`src/rtl/wb_stage_pkg.sv`:
```
// wb_stage_pkg: shared opcode-class defines, load funct3 codes and writeback state encoding
package wb_stage_pkg;
   localparam int OP_INFO_WIDTH = 8;
   localparam int OP_ALU = 0;
   localparam int OP_LOAD = 1;
   localparam int OP_STORE = 2;
   localparam int OP_BRANCH = 3;
   localparam int OP_JAL = 4;
   localparam int OP_JALR = 5;
   localparam int OP_SYSTEM = 6;
   localparam int OP_FENCE = 7;
   localparam logic [2:0] LB = 3'b000;
   localparam logic [2:0] LH = 3'b001;
   localparam logic [2:0] LW = 3'b010;
   localparam logic [2:0] LD = 3'b011;
   localparam logic [2:0] LBU = 3'b100;
   localparam logic [2:0] LHU = 3'b101;
   localparam logic [2:0] LWU = 3'b110;
   typedef enum logic {IDLE = 1'b0, WAIT_LOAD = 1'b1} wb_state_e;
endpackage

```
`src/rtl/wb_stage_if.sv`:
```
// wb_stage_if: retiring-instruction handshake from the memory stage plus the load response
interface wb_stage_if #(
   parameter int XLEN = 32,
   parameter int OFFW = $clog2(XLEN / 8)
);
   import wb_stage_pkg::*;
   logic in_valid;
   logic in_ready;
   logic rd_wen;
   logic [4:0] rd_idx;
   logic [OP_INFO_WIDTH-1:0] opcode_info;
   logic [2:0] funct3;
   logic [OFFW-1:0] addr_lo;
   logic [XLEN-1:0] pc;
   logic [XLEN-1:0] alu_res;
   logic [XLEN-1:0] csr_rdata;
   logic mem_rsp_valid;
   logic [XLEN-1:0] mem_rsp_data;
   modport master (
      output in_valid, rd_wen, rd_idx, opcode_info, funct3, addr_lo, pc, alu_res, csr_rdata,
      output mem_rsp_valid, mem_rsp_data,
      input in_ready
   );
   modport slave (
      input in_valid, rd_wen, rd_idx, opcode_info, funct3, addr_lo, pc, alu_res, csr_rdata,
      input mem_rsp_valid, mem_rsp_data,
      output in_ready
   );
endinterface

```
`src/rtl/wb_stage_load_align.sv`:
```
// load_align: shifts a raw aligned word down to the addressed element and sign/zero-extends it
module load_align
   import wb_stage_pkg::*;
#(
   parameter int XLEN = 32,
   localparam int OFFW = $clog2(XLEN / 8)
) (
   input  logic [XLEN-1:0] data,
   input  logic [2:0]      funct3,
   input  logic [OFFW-1:0] off,
   output logic [XLEN-1:0] res
);
   logic [OFFW-1:0] off_a;
   logic [XLEN-1:0] s;
   always_comb begin
      // funct3[1:0] is log2 of the access size, so it gives the alignment mask directly
      off_a = off & ~OFFW'((4'd1 << funct3[1:0]) - 4'd1);
      s = data >> {off_a, 3'b000};
      res = funct3 == LB  ? XLEN'($signed(s[7:0])) :
            funct3 == LH  ? XLEN'($signed(s[15:0])) :
            funct3 == LW  ? XLEN'($signed(s[31:0])) :
            funct3 == LD && XLEN == 64 ? s :
            funct3 == LBU ? XLEN'(s[7:0]) :
            funct3 == LHU ? XLEN'(s[15:0]) :
                            XLEN'(s[31:0]);
   end
endmodule

```
`src/rtl/wb_stage.sv`:
```
// wb_stage: registered writeback stage; selects result source, waits for load data, times out stuck loads
module wb_stage
   import wb_stage_pkg::*;
#(
   parameter int XLEN = 32,
   parameter int LOAD_TIMEOUT = 16,
   localparam int OFFW = $clog2(XLEN / 8)
) (
   input  logic            clk,
   input  logic            rst,
   wb_stage_if.slave       up,
   output logic            wb_rd_wen,
   output logic [4:0]      wb_rd_idx,
   output logic [XLEN-1:0] wb_rd_wdata,
   output logic            load_err
);
   localparam int CW = $clog2(LOAD_TIMEOUT + 1);
   wb_state_e state, state_n;
   logic [CW-1:0] cnt;
   logic l_wen;
   logic [4:0] l_idx;
   logic [2:0] l_f3;
   logic [OFFW-1:0] l_off;
   logic accept, is_load, rsp, tmo;
   logic wen_n;
   logic [XLEN-1:0] res, ld_data, wdata_n;
   logic [4:0] idx_n;
   assign up.in_ready = state == IDLE;
   assign accept = up.in_valid & up.in_ready;
   assign is_load = up.opcode_info[OP_LOAD];
   assign rsp = (state == WAIT_LOAD) & up.mem_rsp_valid;
   // a response in the last allowed cycle still wins over the timeout
   assign tmo = (state == WAIT_LOAD) & ~up.mem_rsp_valid & (cnt == CW'(LOAD_TIMEOUT - 1));
   assign res = up.opcode_info[OP_SYSTEM] ? up.csr_rdata :
                (up.opcode_info[OP_JAL] | up.opcode_info[OP_JALR]) ? up.pc + XLEN'(4) :
                up.alu_res;
   load_align #(.XLEN(XLEN)) u_align (
      .data(up.mem_rsp_data),
      .funct3(l_f3),
      .off(l_off),
      .res(ld_data)
   );
   always_ff @(posedge clk)
      if (rst) state <= IDLE;
      else state <= state_n;
   always_comb begin
      state_n = state == IDLE ? (accept & is_load ? WAIT_LOAD : IDLE) :
                (rsp | tmo) ? IDLE : WAIT_LOAD;
   end
   always_comb begin
      wen_n = rsp ? l_wen & (l_idx != 5'd0) :
              accept & ~is_load & up.rd_wen & (up.rd_idx != 5'd0);
      idx_n = rsp ? l_idx : up.rd_idx;
      wdata_n = rsp ? ld_data : res;
   end
   always_ff @(posedge clk) begin
      if (rst) begin
         cnt <= '0;
         l_wen <= 1'b0;
         l_idx <= '0;
         l_f3 <= '0;
         l_off <= '0;
         wb_rd_wen <= 1'b0;
         wb_rd_idx <= '0;
         wb_rd_wdata <= '0;
         load_err <= 1'b0;
      end else begin
         cnt <= accept ? '0 : state == WAIT_LOAD ? cnt + CW'(1) : cnt;
         wb_rd_wen <= wen_n;
         load_err <= tmo;
         if (wen_n) begin
            wb_rd_idx <= idx_n;
            wb_rd_wdata <= wdata_n;
         end
         if (accept & is_load) begin
            l_wen <= up.rd_wen;
            l_idx <= up.rd_idx;
            l_f3 <= up.funct3;
            l_off <= up.addr_lo;
         end
      end
   end
endmodule

```
`src/flat_wrapper.sv`:
```
// flat-port wrapper written by rule: the top's interface ports become plain ports
module wb_stage_flat import wb_stage_pkg::*;
#(
   parameter int XLEN = 32,
   parameter int LOAD_TIMEOUT = 16,
   localparam int OFFW = $clog2(XLEN / 8)
)
  (clk, rst, wb_rd_wen, wb_rd_idx, wb_rd_wdata, load_err, up_in_valid, up_rd_wen, up_rd_idx, up_opcode_info, up_funct3, up_addr_lo, up_pc, up_alu_res, up_csr_rdata, up_mem_rsp_valid, up_mem_rsp_data, up_in_ready);
  wb_stage_if #(.XLEN(XLEN)) up_i ();
  input  logic clk;
  input  logic rst;
  output logic wb_rd_wen;
  output logic [4:0] wb_rd_idx;
  output logic [XLEN-1:0] wb_rd_wdata;
  output logic load_err;
  input wire logic [$bits(up_i.in_valid)-1:0] up_in_valid;
  input wire logic [$bits(up_i.rd_wen)-1:0] up_rd_wen;
  input wire logic [$bits(up_i.rd_idx)-1:0] up_rd_idx;
  input wire logic [$bits(up_i.opcode_info)-1:0] up_opcode_info;
  input wire logic [$bits(up_i.funct3)-1:0] up_funct3;
  input wire logic [$bits(up_i.addr_lo)-1:0] up_addr_lo;
  input wire logic [$bits(up_i.pc)-1:0] up_pc;
  input wire logic [$bits(up_i.alu_res)-1:0] up_alu_res;
  input wire logic [$bits(up_i.csr_rdata)-1:0] up_csr_rdata;
  input wire logic [$bits(up_i.mem_rsp_valid)-1:0] up_mem_rsp_valid;
  input wire logic [$bits(up_i.mem_rsp_data)-1:0] up_mem_rsp_data;
  output wire logic [$bits(up_i.in_ready)-1:0] up_in_ready;
  assign up_i.in_valid = up_in_valid;
  assign up_i.rd_wen = up_rd_wen;
  assign up_i.rd_idx = up_rd_idx;
  assign up_i.opcode_info = up_opcode_info;
  assign up_i.funct3 = up_funct3;
  assign up_i.addr_lo = up_addr_lo;
  assign up_i.pc = up_pc;
  assign up_i.alu_res = up_alu_res;
  assign up_i.csr_rdata = up_csr_rdata;
  assign up_i.mem_rsp_valid = up_mem_rsp_valid;
  assign up_i.mem_rsp_data = up_mem_rsp_data;
  assign up_in_ready = up_i.in_ready;
  wb_stage #(.XLEN(XLEN), .LOAD_TIMEOUT(LOAD_TIMEOUT)) u_core (.clk(clk), .rst(rst), .up(up_i), .wb_rd_wen(wb_rd_wen), .wb_rd_idx(wb_rd_idx), .wb_rd_wdata(wb_rd_wdata), .load_err(load_err));
endmodule
```
`config.mk`:
```
export PLATFORM = sky130hd
export DESIGN_NAME = wb_stage_flat
export DESIGN_NICKNAME = d
export VERILOG_FILES = /design/src/rtl/wb_stage_pkg.sv /design/src/rtl/wb_stage_if.sv /design/src/rtl/wb_stage_load_align.sv /design/src/rtl/wb_stage.sv /design/src/flat_wrapper.sv
export SDC_FILE = /design/constraint.sdc
export NUM_CORES = 1
export LEC_CHECK = 0
export CORE_UTILIZATION = 42
export CTS_CLUSTER_SIZE = 16
export DETAILED_ROUTE_END_ITERATION = 12
export GPL_TIMING_DRIVEN = 0
export PLACE_DENSITY = 0.82
export SLEW_MARGIN = 20
export SYNTH_ARGS = -nofsm -noshare
export SYNTH_HDL_FRONTEND = slang
export SYNTH_SLANG_ARGS = --single-unit
```
`constraint.sdc`:
```
create_clock -name clk -period 3.1 [get_ports clk]
set_input_delay 0.62 -clock clk [delete_from_list [all_inputs] [get_ports clk]]
set_output_delay 0.62 -clock clk [all_outputs]
set_load 0.01 [all_outputs]
```
======== After elaboration in Yosys (flattened, before gate mapping) ========
Index checks and enable logic that the tools add are counted.
cells by class
  add/subtract/negate cells ............... 3
  reductions and logical operators ........ 4
  bitwise gates (word level) .............. 16
  shifts and indexed selects .............. 2
  eq/ne operators ......................... 5
  multiplexer cells ....................... 13
operators by type and width
  kind                                                                    count
  32-bit two-way mux                                                      8
  32-bit by 3-bit adder with 32-bit output (second input constant)        1
  32-bit by 5-bit right shift with 32-bit output                          1
  5-bit nonzero test                                                      2
  1-bit bitwise AND                                                       9
  3-bit equality test (second input constant)                             2
  5-bit by 1-bit adder with 5-bit output (second input constant)          1
  5-bit by 4-bit equality test with 1-bit output (second input constant)  1
  5-bit two-way mux                                                       1
  1-bit two-way mux                                                       4
  3-bit by 1-bit equality test with 1-bit output (second input constant)  1
  3-bit by 2-bit equality test with 1-bit output (second input constant)  1
  3-bit logical NOT                                                       1
  1-bit NOT                                                               3
  2-bit bitwise AND                                                       1
  2-bit NOT                                                               1
  1-bit OR                                                                2
  2-bit OR reduction                                                      1
  1-bit by 2-bit left shift with 2-bit output (first input constant)      1
  2-bit by 1-bit subtractor with 2-bit output (second input constant)     1
storage, ports and cells
  input port bits ......................... 151
  output and inout bits ................... 40
  logic and storage cells ................. 53
  register bits ........................... 56

======== Logic depth before layout (Yosys ltp) ========
Gate-level depths: netlist (run 1).
  depth after elaboration ................. 11
  mapped depth ............................ 9
  mapped depth without buffers ............ 7

======== Hierarchy ========
From an unflattened synthesis (run 1), not the netlist that was laid out.
second synthesis, totals
  cells, all modules ...................... 566
  area total of the unflattened synthesis .. 4256.6 um^2
by module, submodules not included
  module      cells an instance  sequential area each (um^2)  instances  area an instance (um^2)
  wb_stage    477                1121.1                       1          3612.2
  load_align  89                 0.0                          1          644.4

======== Worst setup path after synthesis (run 1) ========
No wires, ideal clock.
  path kind ............................... input -> register
  start ................................... input up_pc[11]
  end ..................................... register u_core.wb_rd_wdata[22]
  arrival ................................. 2.230 ns
  setup time .............................. 0.103 ns
  path buffers ............................ 0
  slack ................................... 0.767 ns
  stages on the path ...................... 6
  required time ........................... 2.997 ns
  cell sequence ........................... nand4_1 or4_4 or3_1 a311oi_1 a2111oi_1 a2111oi_2
between the ends
  longest elaborated chain between the ends .. 4
RTL lines
  element                                   RTL line            text
  start: declaration                        flat_wrapper.sv:22  input wire logic [$bits(up_i.pc)-1:0] up_pc;
  32-bit by 3-bit adder with 32-bit output  wb_stage.sv:35      (up.opcode_info[OP_JAL] | up.opcode_info[OP_JALR]) ? up.pc + XLEN'(4) :
  32-bit two-way mux                        wb_stage.sv:35
  32-bit two-way mux                        wb_stage.sv:34      assign res = up.opcode_info[OP_SYSTEM] ? up.csr_rdata :
  32-bit two-way mux                        wb_stage.sv:54      wdata_n = rsp ? ld_data : res;
  end signal: assignment                    wb_stage.sv:73      wb_rd_wdata <= wdata_n;
  end: declaration                          wb_stage.sv:14      output logic [XLEN-1:0] wb_rd_wdata,
Every way passes these cells.
A chain may end at the register's enable or synchronous reset.

======== Final worst setup path (run 1) ========
  start ................................... input up_pc[2]
  end ..................................... register u_core.wb_rd_wdata[26]
The elaborated chain is that of the path after synthesis.

==> key figures, run 1 <==
Layout
  • Layout fillers: 828
  • Share of layout cells above drive strength 1: 0.04229
  • Fin nets: 886
  • Finished Cell Area: 6133 µm²
  • Number of diodes: 0
  • Post-layout util: 0.6638
  • Area growth syn-to-layout: 52.66%

Power
  • Leak Pwr: 2.162 nW
  • Total power: 1.813 mW
  • Pwr Density: 295.6 nW/µm²
  • VDD IR max: 0.1989 mV

STA
  • Slew Limit Headroom: 0.4561
  • Setup violators final: 0
  • Hold Vio Cnt, Final: 0
  • Fmax achieved: 330.4 MHz
  • Minimum clock period: 3027 ps
  • RSZ-0062 raised after global routing: false
  • Max-slew violations: 0
  • Period utilization: 0.9764
  • Clock Skews: 9.303 ps
  • Hold Slack: 477.2 ps
  • Worst slew pin tran: 812.2 ps

Setup path
  • Worst setup SP type: input port
  • Crit path max fanout: 10
  • Largest delay share family, worst path: simple AND/OR/NAND/NOR gates
  • Critical-path cell list: clkdlybuf4s50_1 -> ha_1 -> nand4_1 -> nor3_2 -> nand3_1 -> xnor2_1 -> a211oi_1 -> nor4_1
  • Critical Path Stages: 8
  • CP endpoint kind: register
  • WS Path Type: in -> reg
  • Worst endpoint data arrival time: 3210 ps
  • Max stage delay on crit path: 620 ps
  • Slowest stage cell, crit path: clkdlybuf4s50_1
  • R2R depth: 7
  • Buf/Inv on CP: 1
  • WP data required: 3290 ps

Job
  • Max Cap Viol: 0

Drt
  • Vias: 5064
  • Vias per cell: 5.875
  • Iter 0 DRT Violations: 491
  • ANT nets after route: 0
  • Drt first pass iters: 5
  • WL/cell: 19.95 µm
  • # DRC: 0
  • WL final: 17200 µm

Die
  • Die ar.: 9961 µm²
  • Die W: 99.81 µm
  • Core Area: 9240 µm²
  • Die Span Y: 99.81 µm
  • Site row count: 35
  • I/O Pins: 191
  • Initial Util: 0.4348

Yosys
  • Async set-reset flop share out of synthesis: 0
  • Synth Area per Inst: 7.440 µm²
  • Syn Nets: 694
  • Largest cells by area after synthesis: dfxtp_1, a21oi_1, nand2_1
  • Cells after synthesis: 540
  • Cell Area, Synth: 4018 µm²
  • Post-synth EDFFs: 0
  • Most used DFF post-synth: dfxtp_1
  • Synth top cells by count: nand2_1, nor2_1, dfxtp_1
  • Synth top area share: 0.2790
  • Most common cell in the netlist: nand2_1
  • Netlist cell types: 58
  • #FFs+latches synth: 56
  • Ys Warns: 0
  • Yosys top cell by area: dfxtp_1
  • Sequential fraction of the synthesis area: 0.2790

Clock network
  • Root Driver: clkbuf_8
  • TritonCTS clock tree: built
  • CTS max path bufs: 2
  • Hold-fix buffers, CTS: 0
  • Clock Latency Late Sink: 320 ps
  • Clock Pin Slew Worst Setup and Hold Paths: 110 ps
  • Postcts setup bufs: 0
  • CTS Buf Count: 5
  • CTS sink count: 56
  • Clock H-tree levels: 2

Run status
  • Status: complete, no violations

Global routing
  • All-Layer GR Usage: 0.3374
  • Initial antenna violation count: 0
  • First-pass GRT wire length: 25700 µm
  • Vias in the first global route: 4844
  • Largest net degree at the start of global routing: 19
  • GR Overflow Total: 0

Place
  • Input/output buffers: 185
  • Dpl cell area: 6031 µm²
  • Routability congestion estimate: 0.9778
  • Post-DP HPWL: 13900 µm

Hold path
  • Hold path depth: 2
  • Worst min-delay path category: reg -> reg
==> cells by family (layout without fill, tap and decap cells) <==
kind of cell | Yosys count | in the layout | share of synthesized area
compound gates | 152 | 152 | 0.2370
xor+xnor | 26 | 26 | 0.05668
mux | 32 | 32 | 0.09903
fa+ha+maj | 3 | 3 | 0.009344
simple gates | 223 | 223 | 0.2709
buf+inv | 48 | 241 | 0.04796
flops | 56 | 56 | 0.2790
==> per-stage QoR <==
stage	TNS, ps	setup WS, ps	std cells
6_report	0	73.07	862
3_5_place_dp	-4807	-288.7	854
2_1_floorplan	0	767.0	540
5_1_grt	0	33.37	862
3_3_place_gp	-4266	-304.3	854
4_1_cts	0	49.09	862
==> cell type report <==
| class | instances | area, µm² | share of cell area |
|---|---|---|---|
| Clock buffer | 5 | 68.82 | 0.01122 |
| Tap cell | 129 | 161.4 | 0.02632 |
| Inverter | 10 | 37.54 | 0.006120 |
| Sequential cell | 56 | 1121 | 0.1828 |
| Multi-Input combinational cell | 436 | 2715 | 0.4427 |
| Clock inverter | 3 | 22.52 | 0.003672 |
| Timing Repair Buffer | 185 | 1852 | 0.3019 |
| Buffer | 38 | 155.1 | 0.02530 |
==> flip-flops by register name, summed over array words and instances, names as in the netlist <==
register / count
u_core.l_wen: 1
u_core.l_off: 2
u_core.l_idx: 5
u_core.wb_rd_idx: 5
u_core.l_f3: 3
u_core.wb_rd_wen: 1
u_core.state: 1
u_core.load_err: 1
u_core.wb_rd_wdata: 32
u_core.cnt: 5
==> path summary, 6_finish.rpt <==
path         slack [ps]                endpoint                   from
max                  70  u_core.wb_rd_wdata[26]               up_pc[2]
min                 480   u_core.wb_rd_wdata[9]  u_core.wb_rd_wdata[9]
max reg2reg         710  u_core.wb_rd_wdata[19]         u_core.l_f3[0]
min reg2reg         480   u_core.wb_rd_wdata[9]  u_core.wb_rd_wdata[9]
==> cells in the final DEF (no fill, tap or decap), drive strengths merged, types with 6 or more instances in the layout <==
cell	synthesis	layout
nand4	10	10
dfxtp	56	56
nor3	17	17
nand3	22	22
mux2i	24	24
a211oi	17	17
inv	10	11
clkbuf	31	36
mux4	6	6
a21oi	55	55
nor4	10	10
o21ai	37	37
nor2	57	57
a311oi	7	7
clkdlybuf4s50	0	185
o31ai	7	7
xnor2	21	21
nand2	71	71
buf	7	7
==> per-layer routing <==
layer  vias up  GRT usage  wire length, µm
li1       2372          -                -
met1      2359     0.4496             7098
met2       292     0.5576             7881
met3        41    0.05710             1743
met4         0     0.1041              476
met5         -          0                0
==> worst register-to-register path, stage by stage, from the launching register on <==
cell and delay (ps):
dfxtp_1 310, clkbuf_1 200, nand2b_1 230, or4_1 430, o2111a_1 170, nand3b_1 310
nor2_1 430, a2111oi_0 180
==> where the power goes <==
group	internal, mW	leakage (nW)	switching, mW
registers	0.752	0.456	0.0227
clock network	0.163	0.0485	0.263
logic	0.320	1.66	0.292
==> timing repair <==
| action | CTS | global route |
|---|---|---|
| setup endpoints to repair | 1 | 4 |
| resized for setup | 1 | 2 |
| hold endpoints to repair | 0 | 0 |
| pin swaps | 0 | 0 |
(Power assumes the default switching activity.)
==> inputs of run 2 (changes only) <==
- CORE_UTILIZATION: 42 -> 38
- PLACE_DENSITY: 0.82 -> 0.78
- clock period: 3.1 -> 2.46 ns (I/O delays scaled with it)
==> run 2 against run 1 <==
Critical endpoint is now u_core.wb_rd_wdata[15]. Largest power group unchanged. Routed wire length is 2.3% higher. Count of clock-buffer cells in the layout is 1 higher. Critical path type unchanged. Non-clock buffer count is 13 higher. Hold slack better by 6.8 ps. Final cell count is 2.3% higher. Sequential cell count stayed put. Critical path depth stayed put.
==> key figures, run 2 (synthesized netlist as in run 1, its figures left out) <==
Die
  • Die ar.: 10990 µm² (+10%)
  • Initial Util: 0.3909 (-0.04388)
  • Die Span Y: 104.8 µm (+5.0%)
  • Core Area: 10280 µm² (+11%)
  • I/O Pins: 191 (unchanged)
  • Die W: 104.8 µm (+5.0%)
  • Site row count: 37 (+5.7%)

Layout
  • Multi-input gate area: 2809 µm² (+3.5%)
  • Share of layout cells above drive strength 1: 0.09249 (+0.05020)
  • Layout fillers: 927 (+12%)
  • Register area: 1121 µm² (unchanged)
  • Area growth syn-to-layout: 57.83%
  • Max reg flops: 32 (unchanged)
  • Commonest non-fill, non-tap cells in the layout: clkdlybuf4s50_1, nand2_1, dfxtp_1
  • Commonest non-fill, non-tap cell in the layout: clkdlybuf4s50_1
  • Post-layout util: 0.6170 (-0.04678)
  • Top reg by flops: u_core.wb_rd_wdata
  • Finished Cell Area: 6341 µm² (+3.4%)
  • Number of diodes: 0 (unchanged)
  • Fin cells: 882 (+2.3%)
  • Fin nets: 899 (+1.5%)

STA
  • Clock Skews: 11.63 ps (+2.324 ps)
  • Hold Vio Cnt, Final: 0 (unchanged)
  • Setup violators final: 0 (unchanged)
  • Fmax achieved: 413.7 MHz
  • Max-slew violations: 0 (unchanged)
  • Slew Limit Headroom: 0.4801 (+0.02394)
  • Period utilization: 0.9826
  • Minimum clock period: 2417 ps
  • Worst slew pin tran: 776.5 ps (-35.75 ps)
  • Post-route worst setup slack: 42.90 ps (-30.17 ps)
  • Hold Slack: 484.0 ps (+6.841 ps)

Clock network
  • CTS Buf Count: 5 (unchanged)
  • Clock H-tree levels: 2 (unchanged)
  • Clock Latency Late Sink: 320 ps (about the same)
  • Root Driver: clkbuf_8
  • CTS sink count: 56 (unchanged)
  • Hold-fix buffers, CTS: 0 (unchanged)
  • Clock Pin Slew Worst Setup and Hold Paths: 100 ps (about the same)
  • TritonCTS clock tree: built
  • CTS max path bufs: 2 (unchanged)

Drt
  • Drt first pass iters: 5 (unchanged)
  • # DRC: 0 (unchanged)
  • Iter 0 DRT Violations: 370 (-25%)
  • ANT nets after route: 0 (unchanged)
  • WL/cell: 19.96 µm (about the same)
  • Vias: 5192 (+2.5%)
  • WL final: 17600 µm (+2.3%)
  • Vias per cell: 5.887 (+0.20%)

Place
  • Post-DP HPWL: 14270 µm (+2.7%)
  • Dpl cells: 861 (+0.82%)
  • Pre-CTS WS: -769.4 ps (-480.7 ps)
  • Routability congestion estimate: 0.9499 (-2.9%)
  • Dpl cell area: 6040 µm² (+0.15%)
  • Input/output buffers: 185 (unchanged)

Power
  • Pint: 1.581 mW (+28%)
  • Clk pwr share: 0.231 (-0.004)
  • Leak Pwr: 2.326 nW (+7.6%)
  • Sequential share of power: 0.425 (-0.002)
  • Comb pwr share: 0.343 (+0.005)
  • Psw: 0.7156 mW (+24%)
  • Pwr Density: 362.1 nW/µm² (+23%)
  • Sw Share: 0.3116 (-0.007139)
  • VDD IR max: 0.1935 mV (-2.7%)

Setup path
  • Worst setup SP type: input port
  • RR Endpoint: u_core.wb_rd_wdata[13]
  • CP Capture Point: u_core.wb_rd_wdata[15]
  • Crit path max fanout: 10 (unchanged)
  • CP startpoint: up_rd_idx[1]
  • R2R depth: 9 (+2)
  • Critical R2R Launch: u_core.l_f3[1]
  • Worst endpoint data arrival time: 2670 ps (-540 ps)
  • CP endpoint kind: register
  • WP data required: 2710 ps (-580 ps)
  • WS Path Type: in -> reg
  • R2R Setup Slk: 180 ps (-530 ps)

Global routing
  • First-pass GRT wire length: 27310 µm (+6.3%)
  • Largest net degree at the start of global routing: 17 (-2)
  • Vias in the first global route: 5303 (+9.5%)
  • GR Overflow Total: 0 (unchanged)
  • Initial antenna violation count: 0 (unchanged)
  • All-Layer GR Usage: 0.3186 (-0.01878)

Hold path
  • Worst min-delay path category: reg -> reg

Job
  • Max Cap Viol: 0 (unchanged)

Run status
  • Status: complete, no violations
[run 2: worst min-delay path by stage]
stage,endpoint,cells past startpoint,from
2_1_floorplan,u_core.wb_rd_idx[4],2,u_core.l_idx[4]
3_3_place_gp,u_core.wb_rd_wdata[31],2,u_core.wb_rd_wdata[31]
3_5_place_dp,u_core.wb_rd_wdata[4],2,u_core.wb_rd_wdata[4]
4_1_cts,u_core.wb_rd_wdata[11],2,u_core.wb_rd_wdata[11]
5_1_grt,u_core.wb_rd_wdata[11],2,u_core.wb_rd_wdata[11]
6_report,u_core.wb_rd_wdata[11],2,u_core.wb_rd_wdata[11]
[run 2: repair_timing]
item,4_1_cts,5_1_grt
endpoints found under the setup margin,38,35
gates resized for setup,28,29
pin swaps,4,4
buffers inserted,8,5
hold endpoints to repair,0,0
[run 2: power by group through the flow]
| stage | sequential, mW | clock (mW) | combinational (mW) |
|---|---|---|---|
| floorplan | 1.00 | 0 | 0.297 |
| CTS | 0.976 | 0.525 | 0.764 |
| global placement | 0.995 | 0 | 0.752 |
| finish | 0.977 | 0.531 | 0.788 |
| global route | 0.981 | 0.566 | 0.841 |
| detailed placement | 0.997 | 0 | 0.758 |
[run 2: stage by stage]
stage	setup TNS [ps]	power (mW)
4_1_cts	-2.987	2.265
3_5_place_dp	-23910	1.755
5_1_grt	-28.31	2.388
6_report	0	2.296
3_3_place_gp	-22100	1.748
2_1_floorplan	0	1.299
[run 2: critical path: stages]
cell and delay, ps:
clkdlybuf4s50_1 450, or4_4 580, o21ai_4 260, nand2_2 140, clkbuf_2 230, o21ai_0 190, o221ai_1 180, a21oi_1 140
[run 2: routing by layer]
| metal | up-vias | track usage | share of wire |
|---|---|---|---|
| met3 | 55 | 0.06301 | 0.10 |
| met5 | - | 0 | 0 |
| met2 | 346 | 0.5558 | 0.47 |
| li1 | 2399 | - | - |
| met1 | 2392 | 0.3734 | 0.39 |
| met4 | 0 | 0.1499 | 0.041 |
[run 2: cell type report]
cell class	instances	share of cell area
buffer	38	0.02703
clock buffer	6	0.01302
clock inverter	2	0.001579
inverter	10	0.005919
multi-input combinational	436	0.4430
sequential	56	0.1768
tap	136	0.02684
timing repair buffer	198	0.3058
==> inputs of run 3 (changes only) <==
- CTS_CLUSTER_DIAMETER: not set -> 80
==> results of run 3 <==
Final layout, timing and power as in run 2 (identical DEF).
